**src/rtl/dma_pkg.sv**
```systemverilog
// dma_pkg: shared state encoding and parameter defaults for the DMA responder.
package dma_pkg;
    typedef enum logic [2:0] {ST_IDLE, ST_ARB, ST_GRANT, ST_ACCESS, ST_ACK, ST_RELEASE} dma_state_e;
    localparam logic [7:0] MEM_WAIT_DEF = 8'd64;
    localparam int BURST_MAX_DEF = 16;
endpackage

```
**src/rtl/dma_wait_timer.sv**
```systemverilog
// dma_wait_timer: loadable down-counter that flags the cycle its count runs out.
module dma_wait_timer #(
    parameter int W = 8
) (
    input  logic         clk_i,
    input  logic         rst_i,
    input  logic         load_i,
    input  logic         dec_i,
    input  logic [W-1:0] val_i,
    output logic         zero_o
);
    logic [W-1:0] cnt_q;
    always_ff @(posedge clk_i or posedge rst_i)
        if (rst_i) cnt_q <= '0;
        else if (load_i) cnt_q <= val_i;
        else if (dec_i && cnt_q != '0) cnt_q <= cnt_q - 1'b1;
    // Asserted while the final counted cycle is being decremented away.
    assign zero_o = dec_i && cnt_q <= W'(1);
endmodule

```
**src/rtl/dma_responder.sv**
```systemverilog
// dma_responder: bridges a DMA master onto the host bus and memory with ack timeout.
// Define DMA_RESP_BURST_LIMIT_EN to release the grant after BURST_MAX acks.
module dma_responder import dma_pkg::*; #(
    parameter logic [7:0] MEM_WAIT  = MEM_WAIT_DEF,
    parameter int         BURST_MAX = BURST_MAX_DEF
) (
    input  logic        clk_i,
    input  logic        rst_i,
    input  logic        dma_req_i,
    output logic        dma_gnt_o,
    input  logic [21:0] dma_adr_i,
    input  logic [15:0] dma_dat_i,
    output logic [15:0] dma_dat_o,
    input  logic        dma_stb_i,
    input  logic        dma_we_i,
    output logic        dma_ack_o,
    output logic        hst_req_o,
    input  logic        hst_gnt_i,
    output logic [21:0] mem_adr_o,
    output logic [15:0] mem_dat_o,
    input  logic [15:0] mem_dat_i,
    output logic        mem_stb_o,
    output logic        mem_we_o,
    input  logic        mem_ack_i,
    output logic        err_o
);
    dma_state_e  state_q, state_d;
    logic [20:0] adr_q;
    logic        abort_q, tmr_zero, acked, start, burst_done, unused_adr;

    assign unused_adr = dma_adr_i[0];
    assign acked      = state_q == ST_ACCESS && mem_ack_i && dma_stb_i && !abort_q;
    assign start      = state_q == ST_GRANT && state_d == ST_ACCESS;
    assign hst_req_o  = state_q inside {ST_ARB, ST_GRANT, ST_ACCESS, ST_ACK};
    assign dma_gnt_o  = state_q inside {ST_GRANT, ST_ACCESS, ST_ACK};
    assign dma_ack_o  = state_q == ST_ACK;
    assign mem_stb_o  = state_q == ST_ACCESS;
    assign mem_adr_o  = {adr_q, 1'b0};

    always_ff @(posedge clk_i or posedge rst_i)
        if (rst_i) state_q <= ST_IDLE;
        else state_q <= state_d;

    // A lost host grant only takes effect once the transfer in flight has finished.
    always_comb begin
        state_d = state_q;
        case (state_q)
            ST_IDLE:   state_d = dma_req_i ? ST_ARB : ST_IDLE;
            ST_ARB:    state_d = hst_gnt_i ? ST_GRANT : !dma_req_i ? ST_RELEASE : ST_ARB;
            ST_GRANT:  state_d = !hst_gnt_i ? ST_RELEASE : dma_stb_i ? ST_ACCESS :
                                 !dma_req_i ? ST_RELEASE : ST_GRANT;
            ST_ACCESS: state_d = acked ? ST_ACK : (mem_ack_i || tmr_zero) ?
                                 (hst_gnt_i ? ST_GRANT : ST_RELEASE) : ST_ACCESS;
            ST_ACK:    state_d = dma_stb_i ? ST_ACK :
                                 (hst_gnt_i && !burst_done) ? ST_GRANT : ST_RELEASE;
            default:   state_d = ST_IDLE;
        endcase
    end

    always_ff @(posedge clk_i or posedge rst_i)
        if (rst_i) begin
            adr_q     <= '0;
            mem_dat_o <= '0;
            mem_we_o  <= 1'b0;
            dma_dat_o <= '0;
            err_o     <= 1'b0;
            abort_q   <= 1'b0;
        end else begin
            err_o   <= state_q == ST_ACCESS && !mem_ack_i && tmr_zero;
            abort_q <= start ? 1'b0 : abort_q || (state_q == ST_ACCESS && !dma_stb_i);
            if (start) begin
                adr_q     <= dma_adr_i[21:1];
                mem_dat_o <= dma_dat_i;
                mem_we_o  <= dma_we_i;
            end
            if (state_q == ST_ACCESS && mem_ack_i && !mem_we_o) dma_dat_o <= mem_dat_i;
        end

    dma_wait_timer #(.W(8)) u_timer (
        .clk_i (clk_i),
        .rst_i (rst_i),
        .load_i(start),
        .dec_i (state_q == ST_ACCESS),
        .val_i (MEM_WAIT),
        .zero_o(tmr_zero)
    );

`ifdef DMA_RESP_BURST_LIMIT_EN
    localparam int BW = $clog2(BURST_MAX + 1);
    logic [BW-1:0] burst_q;
    always_ff @(posedge clk_i or posedge rst_i)
        if (rst_i) burst_q <= '0;
        else if (state_q == ST_RELEASE) burst_q <= '0;
        else if (acked) burst_q <= burst_q + 1'b1;
    assign burst_done = burst_q == BW'(BURST_MAX);
`else
    localparam int unused_burst_max = BURST_MAX;
    assign burst_done = 1'b0;
`endif
endmodule
```
**config.mk**
```make
export PLATFORM = sky130hd
export DESIGN_NAME = dma_responder
export DESIGN_NICKNAME = d
export VERILOG_FILES = /design/src/rtl/dma_pkg.sv /design/src/rtl/dma_wait_timer.sv /design/src/rtl/dma_responder.sv
export SDC_FILE = /design/constraint.sdc
export NUM_CORES = 1
export LEC_CHECK = 0
export CORE_MARGIN = 2
export CORE_UTILIZATION = 43
export CTS_CLUSTER_SIZE = 16
export DETAILED_ROUTE_END_ITERATION = 12
export GPL_ROUTABILITY_DRIVEN = 0
export PLACE_DENSITY = 0.89
export SLEW_MARGIN = 20
export SYNTH_ARGS = -nofsm -noshare
export SYNTH_HDL_FRONTEND = slang
export SYNTH_SLANG_ARGS = --single-unit
```
**constraint.sdc**
```tcl
create_clock -name clk_i -period 2.26 [get_ports clk_i]
set_input_delay 0.339 -clock clk_i [delete_from_list [all_inputs] [get_ports clk_i]]
set_output_delay 0.339 -clock clk_i [all_outputs]
set_load 0.05 [all_outputs]
```
==> flow_metrics.env, run 1 <==
export IMPL_relSlewSlack=0.6499
export IMPL_core_area_um2=6681
export IMPL_dieArea_um2=7455
export IMPL_ys_types=43
export IMPL_cts_hold_buffers_added=0
export IMPL_synth_edf_count=0
export IMPL_slowest_delay_ns=0.84
export IMPL_clk_pin_slew_ns=0.07
export IMPL_cp_slowest_cell="clkdlybuf4s50_1"
export IMPL_worst_pin_slew_ns=0.5235
export IMPL_cts_root_buf="clkbuf_8"
export IMPL_status="completed"
export IMPL_h_tree_depth=3
export IMPL_power_density_nw_per_um2=1631
export IMPL_vias_per_cell=5.186
export IMPL_vias=2199
export IMPL_post_drt_wl_per_cell_um=15.21
export IMPL_clk_latency_ns=0.33
export IMPL_ioPinCount=121
export IMPL_ys_seq_elements=67
export IMPL_die_h_um=86.34
export IMPL_synth_top_cells_by_area="dfrtp_1 58%, mux2_1 11%, mux2_2 10%, nor2_1 1.9%, o21ai_0 1.4%"
export IMPL_synth_commonest_cells="67 x dfrtp_1, 28 x mux2_1, 26 x mux2_2, 15 x nor2_1"
export IMPL_clockBufferDepth=2
export IMPL_clock_sinks=67
export IMPL_switchingPower_uw=3348
export IMPL_die_w_um=86.34
export IMPL_yosysTopAreaCell="dfrtp_1"
export IMPL_grt_pass1_wl_mm=10.43
export IMPL_regArea_um2=1677
export IMPL_remaining_drc_errors=0
export IMPL_post_synth_top_area_fraction=0.5751
export IMPL_critical_path_top_delay_family="buffers and inverters"
export IMPL_yosys_warnings=0
export IMPL_start_kind="flop"
export IMPL_initial_utilization=0.4363
export IMPL_crit_path_end_kind="output port"
export IMPL_hpwl_mm=4.755
export IMPL_drt_total_wl_mm=6.450
export IMPL_fin_tns_setup_ns=0
export IMPL_power_internal_uw=3897
export IMPL_cts_setup_buffers=0
export IMPL_finalSetupViolCount=0
export IMPL_max_vdd_ir_drop_uv=924.4
export IMPL_nets=402
export IMPL_crit_cells=1
export IMPL_cts_buffers=9
export IMPL_hold_path_class="input port to async pin"
export IMPL_critical_path_max_fanout=3
export IMPL_antennaDiodeCount=0
export IMPL_swShare=0.4621
export IMPL_netlist_area_um2=2915
export IMPL_final_cell_count_no_fill=424
export IMPL_syn_inst=214
export IMPL_grt_overflow=0
export IMPL_grt_max_degree=64
export IMPL_fin_skew_ns=0.005705
export IMPL_pwr_share_clk=0.154
export IMPL_post_cts_resized=0
export IMPL_rr_worst_depth=6
export IMPL_syn_nets=277
export IMPL_io_buffers=118
export IMPL_hold_viol=0
export IMPL_final_core_util=0.6648
export IMPL_rsz0062_at_grt="false"
export IMPL_worstSetupPathType="flop to output port"
export IMPL_fillers=517
export IMPL_antenna_found_initial=0
export IMPL_grt_usage=0.1775
export IMPL_arrival_ns=1.58
export IMPL_cts_tree="built"
export IMPL_leakage_uw=0.001901
export IMPL_drt_initial_drc_count=103
export IMPL_finalCritPeriodShare=0.8505
export IMPL_power_frac_comb=0.545
export IMPL_power_share_sequential=0.302
export IMPL_worst_path_buf_inv=1
export IMPL_max_freq_ghz=0.5203
export IMPL_avgSynthCellArea_um2=13.62
export IMPL_synth_most_common_cell="dfrtp_1"
export IMPL_rows=30
export IMPL_multiInputGateArea_um2=1146
export IMPL_dp_cells=408
export IMPL_area_growth_syn_to_layout_pct=52.36
export IMPL_worstPathCellList="clkdlybuf4s50_1"
export IMPL_cap_violations=0
export IMPL_ys_flop_type="dfrtp_1"
export IMPL_drive_gt1_frac=0.1773
export IMPL_drt_pass1_iter_count=4
export IMPL_drt_antenna_violating_nets=0
export IMPL_cp_data_required_time_ns=1.92
export IMPL_min_period_ns=1.922
export IMPL_final_max_slew_viol_count=0
export IMPL_synth_seq_area_share=0.5751
export IMPL_grt_pass1_vias=2197
export IMPL_async_flop_share=1.000
==> flip-flops by register name (all words and copies together), names as in the netlist <==
name	cells
mem_we_o	1
u_timer.cnt_q	8
abort_q	1
adr_q	21
mem_dat_o	16
err_o	1
state_q	3
dma_dat_o	16
==> layout by cell type, fill, tap and decap left out, types with 2 or more instances in the layout <==
cell,count
nand4b_1,2
nand2_1,2
nor2_1,15
inv_1,7
mux2_1,28
mux2_2,26
nor3_4,2
dfrtp_1,67
clkbuf_8,11
ha_1,2
xnor2_1,3
o21ai_0,8
o211ai_1,2
a211oi_1,3
o311ai_0,2
buf_12,3
bufinv_16,2
buf_4,8
a21oi_1,7
clkdlybuf4s50_1,114
nor3_1,4
==> cell families (layout without fill, tap and decap cells) <==
logic type                 Yosys count  after routing  share of synthesized area
AOI/OAI and AO/OA                   30             30                    0.06781
xor gates and xnor gates             3              3                   0.009015
buffers and inverters               19            149                    0.03391
muxes                               55             55                     0.2120
and+or+nand+nor                     37             37                    0.09228
other                                1              1                   0.001286
adders and majority gates            2              2                   0.008582
DFF                                 67             67                     0.5751
==> metrics by stage <==
stage | hold slack [ns] | power [µW] | instance area [µm²] | worst slack (ns)
2_1_floorplan | 0.4124 | 4798 | 2915 | 0.1753
3_3_place_gp | 0.4660 | 6064 | 4214 | 0.3583
3_5_place_dp | 0.4740 | 6186 | 4214 | 0.3226
4_1_cts | 0.2036 | 7315 | 4442 | 0.3236
5_1_grt | 0.2222 | 7605 | 4442 | 0.2239
6_report | 0.2159 | 7245 | 4442 | 0.3378
==> worst paths after layout <==
check | start | endpoint | slack [ns]
max | mem_we_o | mem_we_o | 0.34
min | rst_i | adr_q[8] | 0.22
max reg2reg | u_timer.cnt_q[0] | u_timer.cnt_q[6] | 0.44
min reg2reg | dma_dat_o[1] | dma_dat_o[1] | 0.48
max in group asynchronous | rst_i | mem_dat_o[11] | 1.50
min in group clk_i | dma_dat_o[1] | dma_dat_o[1] | 0.48
==> per-layer routing <==
| layer | track usage | wire length, µm |
|---|---|---|
| met5 | 0 | 0 |
| met4 | 0.06392 | 94 |
| met3 | 0.06381 | 568 |
| met2 | 0.2902 | 3159 |
| met1 | 0.2173 | 2627 |
==> power groups by stage <==
stage          Sequential, µW  Clock (µW)  Combinational [µW]
2_1_floorplan            3780           0                1010
3_3_place_gp             2170           0                3900
3_5_place_dp             2220           0                3970
4_1_cts                  2190        1140                3980
5_1_grt                  2260        1210                4130
6_report                 2180        1110                3950
==> layout make-up <==
cell class              instances  area share
multi-input cells             128      0.2580
flip-flops and latches         67      0.3775
clock inverters                 4     0.01634
clock buffers                  12     0.03493
repair buffers                125      0.2839
inverters                       8    0.006761
well taps                      80     0.02254
(Power assumes the default switching activity.)
==> inputs of run 2 (changes only) <==
- CORE_UTILIZATION: 43 -> 30
- PLACE_DENSITY: 0.89 -> 0.69
==> run 2 against run 1 <==
Die area grew 41%. Wire length grew 1.7%. Critical endpoint is now dma_gnt_o. Via count shrank 1.1%. Flip-flop and latch count is the same. Core utilization shrank 19 points. Sequential power is essentially flat. Combinational power is essentially flat. Clock-buffer cell count shrank 2. Clock skew grew 0.0049 ns. Critical path depth grew 2. Highest routed layer unchanged.
==> flow_metrics.env, run 2 (synthesis results as in run 1) <==
export IMPL_status="completed"
export IMPL_grt_pass1_wl_mm=10.36
export IMPL_use_met2=0.2041
export IMPL_antennaDiodeCount=0
export IMPL_r2r_start="state_q[1]"
export IMPL_cts_root_buf="clkbuf_8"
export IMPL_hold_path_class="input port to async pin"
export IMPL_clockBufferDepth=2
export IMPL_hold_viol=0
export IMPL_final_cell_count_no_fill=473
export IMPL_crit_path_end_kind="output port"
export IMPL_ioPinCount=121
export IMPL_vias_per_cell=4.596
export IMPL_largest_reg_flops=21
export IMPL_use_met3=0.04678
export IMPL_clk_latency_ns=0.34
export IMPL_core_area_um2=9328
export IMPL_pre_cts_ws_ns=0.2879
export IMPL_arrival_ns=1.60
export IMPL_remaining_drc_errors=0
export IMPL_top_regs="adr_q: 21 flops, dma_dat_o: 16 flops, mem_dat_o: 16 flops"
export IMPL_use_met1=0.1524
export IMPL_layout_common_cells="114 x clkdlybuf4s50_1, 67 x dfrtp_1, 28 x mux2_1"
export IMPL_cts_setup_buffers=0
export IMPL_post_cts_resized=0
export IMPL_startpoint="state_q[1]"
export IMPL_grt_overflow=0
export IMPL_max_vdd_ir_drop_uv=795.0
export IMPL_cp_slowest_cell="dfrtp_1"
export IMPL_nets=403
export IMPL_regMostFlops="adr_q"
export IMPL_power_density_nw_per_um2=1588
export IMPL_h_tree_depth=3
export IMPL_die_w_um=102.6
export IMPL_final_max_slew_viol_count=0
export IMPL_finalCritPeriodShare=0.8585
export IMPL_fin_area_um2=4441
export IMPL_cts_buffers=9
export IMPL_leakage_uw=0.001874
export IMPL_cp_data_required_time_ns=1.92
export IMPL_relSlewSlack=0.6344
export IMPL_rows=35
export IMPL_critical_path_max_fanout=14
export IMPL_top_usage_layer="met2"
export IMPL_drive_gt1_frac=0.1773
export IMPL_place_area_um2=4258
export IMPL_drt_pass1_iter_count=4
export IMPL_final_common_cell="clkdlybuf4s50_1"
export IMPL_worstPathCellList="nand2b_1 -> o21ai_0 -> buf_4"
export IMPL_drt_initial_drc_count=70
export IMPL_worstSetupPathType="flop to output port"
export IMPL_worst_pin_slew_ns=0.5467
export IMPL_post_drt_wl_per_cell_um=13.87
export IMPL_grt_pass1_vias=2195
export IMPL_cts_tree="built"
export IMPL_area_growth_syn_to_layout_pct=52.32
export IMPL_grt_usage=0.1268
export IMPL_initial_utilization=0.3125
export IMPL_finalSetupViolCount=0
export IMPL_timing_hold_ws_ns=0.4065
export IMPL_die_h_um=102.6
export IMPL_fin_skew_ns=0.01063
export IMPL_slowest_delay_ns=0.56
export IMPL_start_kind="flop"
export IMPL_fin_tns_setup_ns=0
export IMPL_grt_max_degree=45
export IMPL_vias=2174
export IMPL_clk_pin_slew_ns=0.08
export IMPL_cts_hold_buffers_added=0
export IMPL_dieArea_um2=10520
export IMPL_setup_ws_ns=0.3197
export IMPL_min_period_ns=1.940
export IMPL_max_freq_ghz=0.5154
export IMPL_antenna_found_initial=0
export IMPL_rsz0062_at_grt="false"
export IMPL_drt_antenna_violating_nets=0
export IMPL_drt_total_wl_mm=6.559
export IMPL_clock_sinks=67
export IMPL_hpwl_mm=4.744
export IMPL_cap_violations=0
export IMPL_io_buffers=118
export IMPL_dp_cells=458
==> run 2: changes by cell type in the layout (fill, tap and decap cells not counted) <==
cell	previous run	this run
clkbuf_8	11	9
buf_4	8	11
buf_12	3	1
clkinv_2	1	2
clkinvlp_4	1	2
bufinv_16	2	1
==> run 2: layout make-up <==
type	instances	area, µm²
Clock buffer	10	127.6
Clock inverter	5	55.05
Fill cell	875	4887
Inverter	8	30.03
Multi-Input combinational cell	128	1146
Sequential cell	67	1677
Tap cell	129	161.4
Timing Repair Buffer	126	1244
==> run 2: worst max-delay path: cells and delay by family, from the launching register on <==
| kind | cells | cell delay, ns |
|---|---|---|
| buffers and inverters | 1 | 0.23 |
| and+or+nand+nor | 1 | 0.28 |
| AOI/OAI and AO/OA | 1 | 0.20 |
| DFF | 1 | 0.56 |
==> run 2: path summary, 6_finish.rpt <==
| kind | slack, ns | cells after the start | endpoint |
|---|---|---|---|
| worst min-delay path | 0.41 | 3 | dma_dat_o[3] |
| worst min register to register | 0.49 | 1 | adr_q[5] |
| worst max register to register | 0.45 | 4 | mem_dat_o[0] |
| worst max-delay path | 0.32 | 3 | dma_gnt_o |
| min in group clk_i | 0.49 | 1 | adr_q[5] |
| max in group asynchronous | 1.51 | 3 | dma_dat_o[11] |
==> run 2: metal layers <==
| layer | routed length [µm] | up-vias |
|---|---|---|
| li1 | - | 1016 |
| met2 | 3211 | 76 |
| met4 | 131 | 0 |
| met5 | 0 | - |
| met3 | 533 | 11 |
| met1 | 2683 | 1071 |
==> run 2: power by group <==
group | switching, µW | total (µW) | internal, µW
clock network | 445 | 945 | 500
logic | 2490 | 3930 | 1440
registers | 409 | 2180 | 1770
total | 3340 | 7050 | 3710
==> run 2: through the flow <==
| step | total power, µW | utilization |
|---|---|---|
| after global placement | 6095 | 0.4565 |
| after floorplan | 4798 | - |
| after global routing | 7432 | 0.4761 |
| after detailed placement | 6163 | 0.4565 |
| final | 7050 | 0.4761 |
| after CTS | 7146 | 0.4761 |
==> inputs of run 3 (changes only) <==
- CTS_CLUSTER_DIAMETER: unset -> 150
- GPL_TIMING_DRIVEN: unset -> 1
==> results of run 3 <==
Final layout, timing and power as in run 2 (identical DEF).
